`src/rtl/cdb_complete_arbiter_pkg.sv`:
```
// ---------------------------------------------------------------------------
// cdb_complete_arbiter_pkg
//   Shared definitions for the complete-bus (CDB) arbiter:
//   - CDB_WIDTH : number of completion slots broadcast per cycle
//   - ROB_W     : ROB index width
//   - XLEN      : architectural PC width
//   - CDB_TAG_W : physical register tag width carried on the bus
//   - cdb_packet_t : one registered CDB slot
//   - wrap_inc  : modulo-n increment used for the round-robin pointer
// ---------------------------------------------------------------------------
package cdb_complete_arbiter_pkg;

   localparam int CDB_WIDTH = 3;
   localparam int ROB_W     = 5;
   localparam int XLEN      = 32;
   localparam int CDB_TAG_W = 5;

   typedef struct packed {
      logic                 valid;
      logic [ROB_W-1:0]     rob_idx;
      logic [CDB_TAG_W-1:0] tag;
      logic                 precise_state;
      logic [XLEN-1:0]      target_pc;
   } cdb_packet_t;

   // Next index after idx in a ring of n entries.
   function automatic int unsigned wrap_inc(input int unsigned idx, input int unsigned n);
      return (idx + 1 >= n) ? 0 : idx + 1;
   endfunction

endpackage

```
`src/rtl/cdb_rr_pick3.sv`:
```
// ---------------------------------------------------------------------------
// cdb_rr_pick3
//   Combinational round-robin picker. Scans the request vector starting at
//   rr_ptr (rotated view), takes the first CDB_WIDTH set bits and maps them
//   back to requester indices. The k-th pick lands in slot k.
// Ports
//   req      in  NUM_REQ              request bits
//   rr_ptr   in  IDX_W                first index to consider
//   grant_oh out CDB_WIDTH x NUM_REQ  one-hot grant per slot (0 if slot unused)
//   slot_vld out CDB_WIDTH            slot k holds a grant
//   slot_idx out CDB_WIDTH x IDX_W    requester index per slot (0 if unused)
//   last_idx out IDX_W                index of the last (highest slot) grant
// ---------------------------------------------------------------------------
module cdb_rr_pick3
   import cdb_complete_arbiter_pkg::*;
#(
   parameter int NUM_REQ = 6,
   parameter int IDX_W   = $clog2(NUM_REQ)
) (
   input  logic [NUM_REQ-1:0]                  req,
   input  logic [IDX_W-1:0]                    rr_ptr,
   output logic [CDB_WIDTH-1:0][NUM_REQ-1:0]   grant_oh,
   output logic [CDB_WIDTH-1:0]                slot_vld,
   output logic [CDB_WIDTH-1:0][IDX_W-1:0]     slot_idx,
   output logic [IDX_W-1:0]                    last_idx
);

   always_comb begin
      int n_found;
      int pos;
      grant_oh = '0;
      slot_vld = '0;
      slot_idx = '0;
      last_idx = '0;
      n_found  = 0;
      pos      = 0;
      // j walks the rotated vector; pos is the unrotated requester index.
      for (int j = 0; j < NUM_REQ; j++) begin
         pos = j + int'(rr_ptr);
         if (pos >= NUM_REQ) pos = pos - NUM_REQ;
         if (req[pos] && (n_found < CDB_WIDTH)) begin
            slot_vld[n_found]      = 1'b1;
            slot_idx[n_found]      = IDX_W'(pos);
            grant_oh[n_found][pos] = 1'b1;
            last_idx               = IDX_W'(pos);
            n_found                = n_found + 1;
         end
      end
   end

endmodule

```
`src/rtl/cdb_complete_arbiter.sv`:
```
// ---------------------------------------------------------------------------
// cdb_complete_arbiter
//   Schedules functional-unit completions onto the 3-wide complete bus.
//   Up to 3 requesters are granted per cycle in round-robin order; granted
//   results are registered and broadcast one cycle later. Branch recovery
//   blocks grants and empties the next-cycle bus.
// Handshake: an FU holds req_* stable while req_valid && !req_ready; a
//   transfer happens in a cycle where req_valid && req_ready are both high.
//   Withdrawing req_valid before it is granted is legal.
// Ports
//   clock, reset          clock; asynchronous active-low reset
//   req_valid/rob_idx/tag/mispredict/target_pc   per-FU completion request
//   req_ready             per-FU grant (combinational)
//   BPRecoverEN           branch recovery squash
//   complete_valid/entry/tag, precise_state_valid, target_pc   CDB slots
//   contention_cnt        saturating count of cycles with denied requests
// TAG_W must match the package CDB_TAG_W (bus packet field width).
// ---------------------------------------------------------------------------
module cdb_complete_arbiter
   import cdb_complete_arbiter_pkg::*;
#(
   parameter int NUM_REQ = 6,
   parameter int TAG_W   = CDB_TAG_W,
   parameter int CNT_W   = 16
) (
   input  logic                                clock,
   input  logic                                reset,
   input  logic [NUM_REQ-1:0]                  req_valid,
   input  logic [NUM_REQ-1:0][ROB_W-1:0]       req_rob_idx,
   input  logic [NUM_REQ-1:0][TAG_W-1:0]       req_tag,
   input  logic [NUM_REQ-1:0]                  req_mispredict,
   input  logic [NUM_REQ-1:0][XLEN-1:0]        req_target_pc,
   output logic [NUM_REQ-1:0]                  req_ready,
   input  logic                                BPRecoverEN,
   output logic [CDB_WIDTH-1:0]                complete_valid,
   output logic [CDB_WIDTH-1:0][ROB_W-1:0]     complete_entry,
   output logic [CDB_WIDTH-1:0][TAG_W-1:0]     complete_tag,
   output logic [CDB_WIDTH-1:0]                precise_state_valid,
   output logic [CDB_WIDTH-1:0][XLEN-1:0]      target_pc,
   output logic [CNT_W-1:0]                    contention_cnt
);

   localparam int IDX_W = $clog2(NUM_REQ);

   logic [IDX_W-1:0]                  rr_ptr_q, rr_ptr_d;
   cdb_packet_t [CDB_WIDTH-1:0]       cdb_q, cdb_d;
   logic [CNT_W-1:0]                  contention_cnt_q, contention_cnt_d;

   logic [CDB_WIDTH-1:0][NUM_REQ-1:0] grant_oh;
   logic [CDB_WIDTH-1:0]              slot_vld;
   logic [CDB_WIDTH-1:0][IDX_W-1:0]   slot_idx;
   logic [IDX_W-1:0]                  last_idx;

   cdb_rr_pick3 #(
      .NUM_REQ (NUM_REQ),
      .IDX_W   (IDX_W)
   ) u_pick (
      .req      (req_valid),
      .rr_ptr   (rr_ptr_q),
      .grant_oh (grant_oh),
      .slot_vld (slot_vld),
      .slot_idx (slot_idx),
      .last_idx (last_idx)
   );

   always_comb begin
      logic [NUM_REQ-1:0] grant_any;
      logic               do_grant;
      grant_any        = '0;
      cdb_d            = '0;
      rr_ptr_d         = rr_ptr_q;
      contention_cnt_d = contention_cnt_q;

      for (int k = 0; k < CDB_WIDTH; k++) begin
         grant_any = grant_any | grant_oh[k];
      end

      // Grants are visible only out of reset and outside recovery.
      do_grant  = reset && !BPRecoverEN;
      req_ready = do_grant ? grant_any : '0;

      if (do_grant) begin
         for (int k = 0; k < CDB_WIDTH; k++) begin
            if (slot_vld[k]) begin
               cdb_d[k].valid         = 1'b1;
               cdb_d[k].rob_idx       = req_rob_idx[slot_idx[k]];
               cdb_d[k].tag           = req_tag[slot_idx[k]];
               cdb_d[k].precise_state = req_mispredict[slot_idx[k]];
               // Recovery PC only travels with a mispredict.
               cdb_d[k].target_pc     = req_mispredict[slot_idx[k]] ?
                                        req_target_pc[slot_idx[k]] : '0;
            end
         end
         if (slot_vld[0]) begin
            rr_ptr_d = IDX_W'(wrap_inc(int'(last_idx), NUM_REQ));
         end
         // More requesters than slots means somebody was denied.
         if (($countones(req_valid) > CDB_WIDTH) && (contention_cnt_q != '1)) begin
            contention_cnt_d = contention_cnt_q + 1'b1;
         end
      end
   end

   always_ff @(posedge clock or negedge reset) begin
      if (!reset) begin
         rr_ptr_q         <= '0;
         cdb_q            <= '0;
         contention_cnt_q <= '0;
      end else begin
         rr_ptr_q         <= rr_ptr_d;
         cdb_q            <= cdb_d;
         contention_cnt_q <= contention_cnt_d;
      end
   end

   always_comb begin
      for (int k = 0; k < CDB_WIDTH; k++) begin
         complete_valid[k]      = cdb_q[k].valid;
         complete_entry[k]      = cdb_q[k].rob_idx;
         complete_tag[k]        = cdb_q[k].tag;
         precise_state_valid[k] = cdb_q[k].precise_state;
         target_pc[k]           = cdb_q[k].target_pc;
      end
   end

   assign contention_cnt = contention_cnt_q;

endmodule
```
`config.mk`:
```
export PLATFORM = sky130hd
export DESIGN_NAME = cdb_complete_arbiter
export DESIGN_NICKNAME = d
export VERILOG_FILES = /design/src/rtl/cdb_complete_arbiter_pkg.sv /design/src/rtl/cdb_rr_pick3.sv /design/src/rtl/cdb_complete_arbiter.sv
export SDC_FILE = /design/constraint.sdc
export NUM_CORES = 1
export LEC_CHECK = 0
export CORE_UTILIZATION = 35
export DETAILED_ROUTE_END_ITERATION = 12
export MAX_ROUTING_LAYER = met4
export PLACE_DENSITY_LB_ADDON = 0.15
export SYNTH_ARGS = -nofsm -noshare
export SYNTH_HDL_FRONTEND = slang
export SYNTH_HIERARCHICAL = 1
export SYNTH_SLANG_ARGS = --single-unit
```
`constraint.sdc`:
```
create_clock -name clock -period 36.2 [get_ports clock]
set_input_delay 10.86 -clock clock [delete_from_list [all_inputs] [get_ports clock]]
set_output_delay 10.86 -clock clock [all_outputs]
set_load 0.01 [all_outputs]
```
== Yosys cells after proc, flatten, opt, wreduce, memory -nomap -nowiden ==
Index checks and enable logic that the tools add are counted.

* Bitwise gates (word level): 12
* Reductions and logical operators: 21
* Order comparisons: 38
* Equality and inequality tests: 1
* Multiplexer cells: 132
* Add/sub/neg operators: 22

{| class="wikitable"
|+ Operators by type and width
! operator !! count
|-
| two-way mux 32 bit || 16
|-
| greater-or-equal comparator 32 x 1 -> 1 bit (second input constant) || 10
|-
| binary-select mux 32 bit (select 3 bit) || 3
|-
| less-than comparator 32 x 5 -> 1 bit (second input constant) || 6
|-
| greater-or-equal comparator 32 x 4 -> 1 bit (second input constant) || 5
|-
| subtractor 32 x 4 -> 32 bit (second input constant) || 5
|-
| two-way mux 132 bit || 1
|-
| two-way mux 44 bit || 3
|-
| less-than comparator 32 x 3 -> 1 bit (second input constant) || 4
|-
| less-than comparator 32 x 4 -> 1 bit (second input constant) || 4
|-
| adder 32 x 2 -> 32 bit (second input constant) || 3
|-
| binary-select mux 5 bit (select 3 bit) || 6
|-
| two-way mux 18 bit || 5
|-
| bitwise OR 18 bit || 4
|-
| demux 6 bit (select 2 bit) || 5
|-
| two-way mux 3 bit || 17
|-
| bitwise mux 9 bit || 5
|-
| two-way mux 9 bit || 5
|-
| two-way mux 6 bit || 7
|-
| demux 3 bit (select 2 bit) || 5
|-
| two-way mux 5 bit || 6
|-
| two-way mux 1 bit || 28
|-
| binary-select mux 1 bit (select 3 bit) || 9
|-
| demux 1 bit (select 3 bit) || 6
|-
| other kinds (26) || 58
|}

* Word-level logic and storage cells: 243
* Register bits: 151
* Input port bits: 267

== Depth between registers and ports, before layout ==
Gate-level depths: netlist of the first run.

* Word-level depth: 29
* Mapped depth: 39

== Modules after synthesis ==
Netlist of the first run, hierarchy kept.

{| class="wikitable"
|+ Modules (own cells, without submodules)
! module !! area each (um2) !! cells an instance !! times used
|-
| cdb_complete_arbiter || 11,019.3 || 854 || 1
|-
| cdb_rr_pick3 || 2,869.0 || 402 || 1
|}

== Worst setup path after synthesis of the first run ==
OpenSTA, ideal clock, no wires.

* Path type: in2out
* Start point: in req_valid[3]
* End point: out req_ready[5]
* Arrival: 15.759 ns
* Slack: 9.581 ns
* Stages on the path: 26
* Path buffers: 3
* Cells stage by stage: mux2_2 nor2_1 a211o_1 nand2_1 inv_1 ha_1 a21oi_1 a32o_2 and2_4 buf_6 nor2_4 ha_1 a21oi_4 buf_2 o21ai_0 ha_1 inv_1 ha_1 and4bb_4 a31o_1 buf_4 nand3_1 mux2i_1 nor2_1 o41ai_1 o31a_1

{| class="wikitable"
|+ RTL lines
! element !! RTL line !! source
|-
| start, declared || cdb_complete_arbiter.sv:28 || <nowiki>input logic [NUM_REQ-1:0] req_valid,</nowiki>
|-
| end, declared || cdb_complete_arbiter.sv:33 || <nowiki>output logic [NUM_REQ-1:0] req_ready,</nowiki>
|}

==> results_dict.tcl, run 1 <==
set metrics [dict create \
    period_share 0.800 \
    hp-class "register to register" \
    gp_congestion 0.931 \
    syn_avg_cell_area_um2 11.1 \
    ant_nets 0 \
    crit_buf_inv 4 \
    mostFrequentLayoutCells "419 x clkdlybuf4s50_1, 160 x nor2_1, 151 x dfrtp_1" \
    die_area_mm2 0.0405 \
    cp_max_fo 18 \
    cts_tree "yes" \
    post-cts-setup-buffers 0 \
    synth-async-reset-ratio 1.00 \
    cts_buffers 17 \
    dr.first_iter.drc_count 1026 \
    grt_max_degree 61 \
    synth_edf_count 0 \
    cp_common_cell "ha_1" \
    area_growth_pct 36.5 \
    ctsHoldBuffers 0 \
    cts_buffer_depth 2 \
    clk_pin_slew_worst_paths_ns 0.06 \
    slowest_stage "a221oi_1" \
    port_buffers 420 \
    core_region_area_mm2 0.0389 \
    die_h_um 201 \
    antenna_found_initial 13 \
    synth_cells 1256 \
    drc_errors 0 \
    slew_viol_final 0 \
    fillers 3627 \
    rows 72 \
    h-tree-depth 4 \
    rsz0062_at_grt "no" \
    start_util 0.357 \
    drtPass1Iterations 5 \
    ys_seq_elements 151 \
    outcome "finished, final reports clean" \
    post-place-ws_ns 7.40 \
    crit_family "compound AO/OA/AOI/OAI gates" \
    relSlewSlack 0.351 \
    path_class "input port to primary output" \
    worstPathArrival_ns 18.08 \
    routed_via_density 5.97 \
    required_ns 25.34 \
    setup_violations 0 \
    final_common_cell "clkdlybuf4s50_1" \
    worst_pin_slew_ns 0.974 \
    timing.final.ws_setup_ns 7.26 \
    synth_top_flop_cell "dfrtp_1" \
    tns_ns 0 \
    routed_wl_mm 58.7 \
    grt_pass1_vias 13200 \
    cts-root-buf "clkbuf_16" \
    gr-usage-all-layers 0.295 \
    drv_cap 0 \
    clkSinkCount 151 \
    vias 12900 \
    rrSetupSlack_ns 24.09 \
    final_cells 2153 \
    ys_seq_area_frac 0.272 \
    fin_crit_ns 28.94 \
    fmax_ghz 0.0345 \
    clk_latency_ns 0.43 \
    nets 1915 \
    hpwl_mm 40.8 \
    die_w_um 201 \
    io_pins 421 \
    synth_cell_type_count 100 \
    drive_gt1_frac 0.215 \
    postCtsResizedCells 0 \
    end_kind "primary output" \
    ys_warn_count 6 \
    start_kind "input port" \
    fin_worst_skew_ns 0.00966 \
    avgRoutedWirePerCell_um 27.3 \
    hold_violations 0 \
    grt-ovfl-total 0 \
    grt_pass1_wl_mm 86.8 \
    slowest_delay_ns 0.60 \
    place_inst 2110 \
    syn-cell-area_mm2 0.0139 \
]
==> flip-flops by register name, indices dropped and copies added (netlist names) <==
name / cells
target_pc: 96
rr_ptr_q: 3
complete_entry: 15
complete_tag: 15
complete_valid: 3
contention_cnt: 16
precise_state_valid: 3
==> per-stage QoR <==
stage	hold WS [ns]	instance area (µm²)	util
2_1_floorplan	0.534	13900	-
3_3_place_gp	0.506	18300	0.471
3_5_place_dp	0.507	18300	0.471
4_1_cts	0.516	18900	0.486
5_1_grt	0.540	19000	0.487
6_report	0.517	19000	0.487
==> cells in the mapped netlist (7+ instances only) <==
cell / instances / area [µm²]
nor2_1: 160 / 601
dfrtp_1: 151 / 3780
mux2_2: 134 / 1510
a22oi_1: 133 / 998
mux4_2: 98 / 2210
nand2_1: 55 / 206
clkbuf_1: 49 / 184
ha_1: 34 / 425
inv_1: 32 / 120
mux4_1: 32 / 841
nand3_1: 31 / 155
buf_2: 27 / 135
a21oi_1: 25 / 125
o21ai_0: 24 / 120
buf_6: 20 / 225
mux2i_1: 19 / 190
nor3_1: 11 / 55.1
xor2_1: 11 / 96.3
a211oi_1: 10 / 75.1
a22o_1: 9 / 78.8
o211ai_1: 9 / 67.6
a31oi_1: 8 / 50.1
a221o_1: 7 / 70.1
nor4_1: 7 / 43.8
o31a_1: 7 / 61.3
xnor2_1: 7 / 61.3
==> layout make-up <==
cell class | instances | area [µm²] | share of cell area
multi-input cells | 955 | 9370 | 0.494
inverters | 44 | 169 | 0.00891
diodes | 13 | 32.5 | 0.00172
repair buffers | 442 | 4370 | 0.230
clock buffers | 18 | 439 | 0.0232
clock inverters | 12 | 153 | 0.00805
well taps | 518 | 648 | 0.0342
flip-flops and latches | 151 | 3780 | 0.199
==> final timing paths <==
path	from	endpoint	depth (start not counted)
max	req_valid[3]	req_ready[5]	27
min	contention_cnt[13]	contention_cnt[13]	1
max reg2reg	rr_ptr_q[0]	target_pc[28]	34
min reg2reg	contention_cnt[13]	contention_cnt[13]	1
max in group asynchronous	reset	target_pc[3]	3
min in group asynchronous	reset	complete_tag[4]	1
==> worst reg2reg max path: cells and delay by family, from the launching register on <==
family	cells	cell delay (ns)
AOI/OAI and AO/OA	10	3.20
xor gates and xnor gates	1	0.26
adders and majority gates	6	2.37
buffers and inverters	7	3.08
DFF	1	0.32
muxes	2	0.82
and+or+nand+nor	8	1.90
==> metal layers <==
layer  routed length (µm)  vias up  track usage
met5                    0        -            -
li1                     -     5634            -
met1                24300     6552        0.365
met2                28600      576        0.473
met4                 1800        0        0.120
met3                 3980       95       0.0588
==> kinds of logic after synthesis <==
family | share of synthesized area
AO/OA/AOI/OAI | 0.164
XOR/XNOR | 0.0168
adder cells (fa/ha/maj) | 0.0350
buffers and inverters | 0.0598
flip-flops | 0.272
multiplexers | 0.345
other | 0.000270
AND/OR/NAND/NOR | 0.108
Power of run 1 is not shown: default switching activity piles up to over one toggle a cycle in this logic, so the estimate is an artifact.
==> run 2, diff against run 1 <==
==> constraint.sdc (replaced) <==
create_clock -name clock -period 23.3 [get_ports clock]
set_input_delay 6.99 -clock clock [delete_from_list [all_inputs] [get_ports clock]]
set_output_delay 6.99 -clock clock [all_outputs]
set_load 0.01 [all_outputs]
==> run 2 against run 1 <==
Compared with the run above: clock skew rose by 0.0055 ns; global-route usage fell by 0.16 points; die area did not move; first-iteration DRC count fell by 8.7%; hold slack improved by 0.012 ns; register-to-register slack got worse by 12 ns; non-clock buffer count did not move; cell count barely moved; critical path depth did not move; sequential cell count did not move; worst setup slack got worse by 5.1 ns; highest routed layer unchanged; routed wire length fell by 0.90%; largest cell class unchanged.
==> results_dict.tcl, run 2 (same netlist as run 1, synthesis figures left out) <==
set metrics [dict create \
    rsz0062_at_grt "no" \
    drive_gt1_frac 0.215 \
    rrSetupSlack_ns 12.14 \
    die_h_um 201 \
    rows 72 \
    routed_wl_mm 58.2 \
    start_util 0.357 \
    avgRoutedWirePerCell_um 27.0 \
    drtPass1Iterations 6 \
    slowest_delay_ns 0.60 \
    cp.depth 27 \
    grt_max_degree 61 \
    post-cts-setup-buffers 0 \
    cts-root-buf "clkbuf_16" \
    gr-usage-all-layers 0.294 \
    worst_pin_slew_ns 0.941 \
    grt-ovfl-total 0 \
    area_growth_pct 36.5 \
    hpwl_mm 40.9 \
    period_share 0.907 \
    slew_viol_final 0 \
    io_pins 421 \
    r2r-start "rr_ptr_q[0]" \
    postCtsResizedCells 0 \
    grt_pass1_vias 13000 \
    start_kind "input port" \
    clk_latency_ns 0.46 \
    r2r_end "target_pc[27]" \
    vias 12800 \
    routed_via_density 5.95 \
    cts_tree "yes" \
    ctsHoldBuffers 0 \
    ant_nets 0 \
    critical_path.startpoint "req_valid[3]" \
    fillers 3575 \
    min_path_cells 1 \
    cts_buffer_depth 2 \
    cp-endpoint "req_ready[1]" \
    seqCellArea_mm2 0.00378 \
    die_area_mm2 0.0405 \
    worstPathArrival_ns 14.14 \
    cts_buffers 17 \
    die_w_um 201 \
    clkSinkCount 151 \
    final_common_cell "clkdlybuf4s50_1" \
    largest_reg_flops 96 \
    gp_congestion 0.923 \
    multi_input_area_mm2 0.00937 \
    relSlewSlack 0.370 \
    end_kind "primary output" \
    grt_pass1_wl_mm 86.1 \
    fin_worst_skew_ns 0.0152 \
    crit_buf_inv 5 \
    clk_pin_slew_worst_paths_ns 0.06 \
    h-tree-depth 4 \
    path_class "input port to primary output" \
    cp_max_fo 18 \
    fin_crit_ns 21.13 \
    fmax_ghz 0.0473 \
    mostFrequentLayoutCells "419 x clkdlybuf4s50_1, 160 x nor2_1, 151 x dfrtp_1" \
    setup_violations 0 \
    hp-class "register to register" \
    antenna_found_initial 13 \
    required_ns 16.31 \
    outcome "finished, final reports clean" \
    slowest_stage "a31oi_2" \
    drv_cap 0 \
    rr_worst_depth 34 \
    crit_family "compound AO/OA/AOI/OAI gates" \
    hold_violations 0 \
    tns_ns 0 \
    core_region_area_mm2 0.0389 \
    cp_common_cell "ha_1" \
    holdWs_ns 0.529 \
    nets 1915 \
    drc_errors 0 \
    port_buffers 420 \
    dr.first_iter.drc_count 937 \
    holdCritStartpoint "contention_cnt[13]" \
]
-- run 2: final cells by class --
type | instances | share of cell area
diodes | 14 | 0.00185
well taps | 518 | 0.0342
clock buffers | 20 | 0.0246
flip-flops and latches | 151 | 0.199
inverters | 44 | 0.00891
clock inverters | 11 | 0.00653
multi-input cells | 955 | 0.494
repair buffers | 442 | 0.230
-- run 2: per-layer routing --
| metal | up-vias | GRT usage | part of all wire |
|---|---|---|---|
| met5 | - | - | 0 |
| met4 | 0 | 0.117 | 0.034 |
| met3 | 105 | 0.0588 | 0.071 |
| met2 | 620 | 0.467 | 0.48 |
| met1 | 6489 | 0.366 | 0.41 |
| li1 | 5617 | - | - |
-- run 2: worst min path at each step --
stage               slack, ns                 end
finish                   0.53  contention_cnt[13]
global route             0.55   contention_cnt[8]
CTS                      0.53  contention_cnt[13]
detailed placement       0.52  contention_cnt[13]
global placement         0.51  contention_cnt[13]
floorplan                0.53   contention_cnt[8]
-- run 2: stage by stage --
step | utilization | area [µm²] | std cells | setup slack (ns)
6_report | 0.487 | 19000 | 2155 | 2.17
5_1_grt | 0.487 | 19000 | 2155 | 1.72
4_1_cts | 0.486 | 18900 | 2141 | 2.27
3_5_place_dp | 0.471 | 18300 | 2110 | 2.28
3_3_place_gp | 0.471 | 18300 | 2110 | 2.33
2_1_floorplan | - | 13900 | 1257 | 4.42
-- run 2: worst register-to-register path, delay by kind of cell (launching register included) --
| family | cells | cell delay (ns) |
|---|---|---|
| AO/OA/AOI/OAI | 10 | 3.21 |
| flip-flops | 1 | 0.32 |
| AND/OR/NAND/NOR | 8 | 1.90 |
| XOR/XNOR | 1 | 0.27 |
| buffers and inverters | 7 | 2.39 |
| multiplexers | 2 | 0.83 |
| adder cells (fa/ha/maj) | 6 | 2.07 |
Power of run 2 is left out for the same reason.
==> run 3, diff against run 2 <==
--- a/config.mk
+++ b/config.mk
@@ -5,6 +5,7 @@
 export SDC_FILE = /design/constraint.sdc
 export NUM_CORES = 1
 export LEC_CHECK = 0
+export CORE_ASPECT_RATIO = 2
 export CORE_UTILIZATION = 35
 export DETAILED_ROUTE_END_ITERATION = 12
 export MAX_ROUTING_LAYER = met4
==> run 3 against run 2 <==
Compared with the run above: maximum frequency shrank 1.9%; clock skew down 0.0019 ns; hold slack lost 0.0036 ns; first-iteration DRC count is 1.8% higher; critical path depth is the same; utilization hardly changed; die area grew 0.12%; via count grew 2.3%; register-to-register slack worse by 0.37 ns; sequential cell count is the same; routed wire length increased by 15%; cell count grew 0.46%.
==> results_dict.tcl, run 3 (same netlist as run 1, synthesis figures left out) <==
set metrics [dict create \
    routed_wl_mm 66.6 \
    grt_max_degree 66 \
    period_share 0.924 \
    hold_violations 0 \
    hpwl_mm 49.4 \
    cts_tree "yes" \
    drv_cap 0 \
    holdWs_ns 0.525 \
    final_common_cell "clkdlybuf4s50_1" \
    setup_violations 0 \
    nets 1918 \
    worst_pin_slew_ns 1.18 \
    largest_reg_flops 96 \
    required_ns 16.31 \
    clkSinkCount 151 \
    hp-class "register to register" \
    gr-usage-all-layers 0.340 \
    fillers 3682 \
    worstPathArrival_ns 14.55 \
    drtPass1Iterations 5 \
    path_class "input port to primary output" \
    relSlewSlack 0.211 \
    postCtsResizedCells 0 \
    cp_max_fo 18 \
    rsz0062_at_grt "no" \
    h-tree-depth 4 \
    ant_nets 0 \
    tns_ns 0 \
    io_pins 421 \
    core_region_area_mm2 0.0389 \
    outcome "finished, final reports clean" \
    start_kind "input port" \
    die_w_um 143 \
    multi_input_area_mm2 0.00937 \
    fin_worst_skew_ns 0.0133 \
    antenna_found_initial 18 \
    rows 102 \
    die_area_mm2 0.0405 \
    start_util 0.357 \
    grt_pass1_vias 13700 \
    seqCellArea_mm2 0.00378 \
    dr.first_iter.drc_count 954 \
    place_inst 2115 \
    grt_pass1_wl_mm 94.9 \
    fmax_ghz 0.0464 \
    drc_errors 0 \
    drive_gt1_frac 0.216 \
    end_kind "primary output" \
    routed_via_density 6.06 \
    ctsHoldBuffers 0 \
    fin_crit_ns 21.54 \
    die_h_um 284 \
    vias 13100 \
    slew_viol_final 0 \
    clk_pin_slew_worst_paths_ns 0.07 \
    cts_buffers 17 \
    gp_congestion 1.07 \
    grt-ovfl-total 0 \
    dpl_cell_area_mm2 0.0184 \
    avgRoutedWirePerCell_um 30.8 \
    cts-root-buf "clkbuf_16" \
    clk_latency_ns 0.45 \
    area_growth_pct 36.6 \
    port_buffers 420 \
    post-cts-setup-buffers 0 \
    final_cells 2165 \
    mostFrequentLayoutCells "419 x clkdlybuf4s50_1, 160 x nor2_1, 151 x dfrtp_1" \
    cts_buffer_depth 2 \
    final_cell_area_mm2 0.0190 \
]
==> run 3: cell count changes in the layout (fill, tap and decap cells not counted), sizes merged <==
cell / change
buf: +3
bufinv: -1
clkbuf: -2
clkinv: -1
diode: +4
inv: +5
==> run 3: final cells by class <==
| type | count | area share |
|---|---|---|
| Inverter | 44 | 0.00890 |
| Clock buffer | 18 | 0.0226 |
| Timing Repair Buffer | 445 | 0.231 |
| Clock inverter | 14 | 0.00745 |
| Sequential cell | 151 | 0.199 |
| Antenna cell | 18 | 0.00237 |
| Tap cell | 520 | 0.0343 |
| Multi-Input combinational cell | 955 | 0.494 |
==> run 3: path summary, 6_finish.rpt <==
check,to,start,depth (start not counted),slack [ns]
worst max-delay path,req_ready[4],req_valid[3],27,1.76
worst min-delay path,contention_cnt[13],contention_cnt[13],1,0.53
worst max register to register,target_pc[29],rr_ptr_q[0],35,11.77
worst min register to register,contention_cnt[13],contention_cnt[13],1,0.53
max in group asynchronous,target_pc[43],reset,3,14.84
min in group asynchronous,target_pc[29],reset,1,6.42
==> run 3: per-stage QoR <==
stage | util | setup slack (ns)
floorplan | - | 4.42
global placement | 0.472 | 1.88
detailed placement | 0.472 | 1.86
CTS | 0.486 | 1.82
global route | 0.488 | 1.40
finish | 0.488 | 1.76
==> run 3: metal layers <==
| metal | wire length, µm | vias to the layer above | global-route usage |
|---|---|---|---|
| li1 | - | 5634 | - |
| met1 | 21300 | 6669 | 0.323 |
| met2 | 36000 | 634 | 0.604 |
| met3 | 3570 | 191 | 0.0498 |
| met4 | 5750 | 0 | 0.269 |
| met5 | 0 | - | - |
==> run 3: critical path: stages <==
cell	delay [ns]
clkdlybuf4s50_1	0.56
mux2_2	0.23
nor2_1	0.05
a211o_1	0.32
nand2_1	0.42
inv_1	0.22
ha_1	0.35
a21oi_1	0.20
a32o_2	0.31
and2_4	0.28
nor2_4	0.07
ha_1	0.25
a21oi_4	0.46
xnor2_1	0.30
inv_1	0.12
ha_1	0.25
inv_1	0.07
ha_1	0.25
and4bb_4	0.30
a31oi_4	0.08
nor2_2	0.19
nor2_1	0.15
a31oi_2	0.65
o21bai_2	0.44
o221ai_1	0.21
o31a_1	0.34
clkdlybuf4s50_1	0.49
Power of run 3 is left out for the same reason.
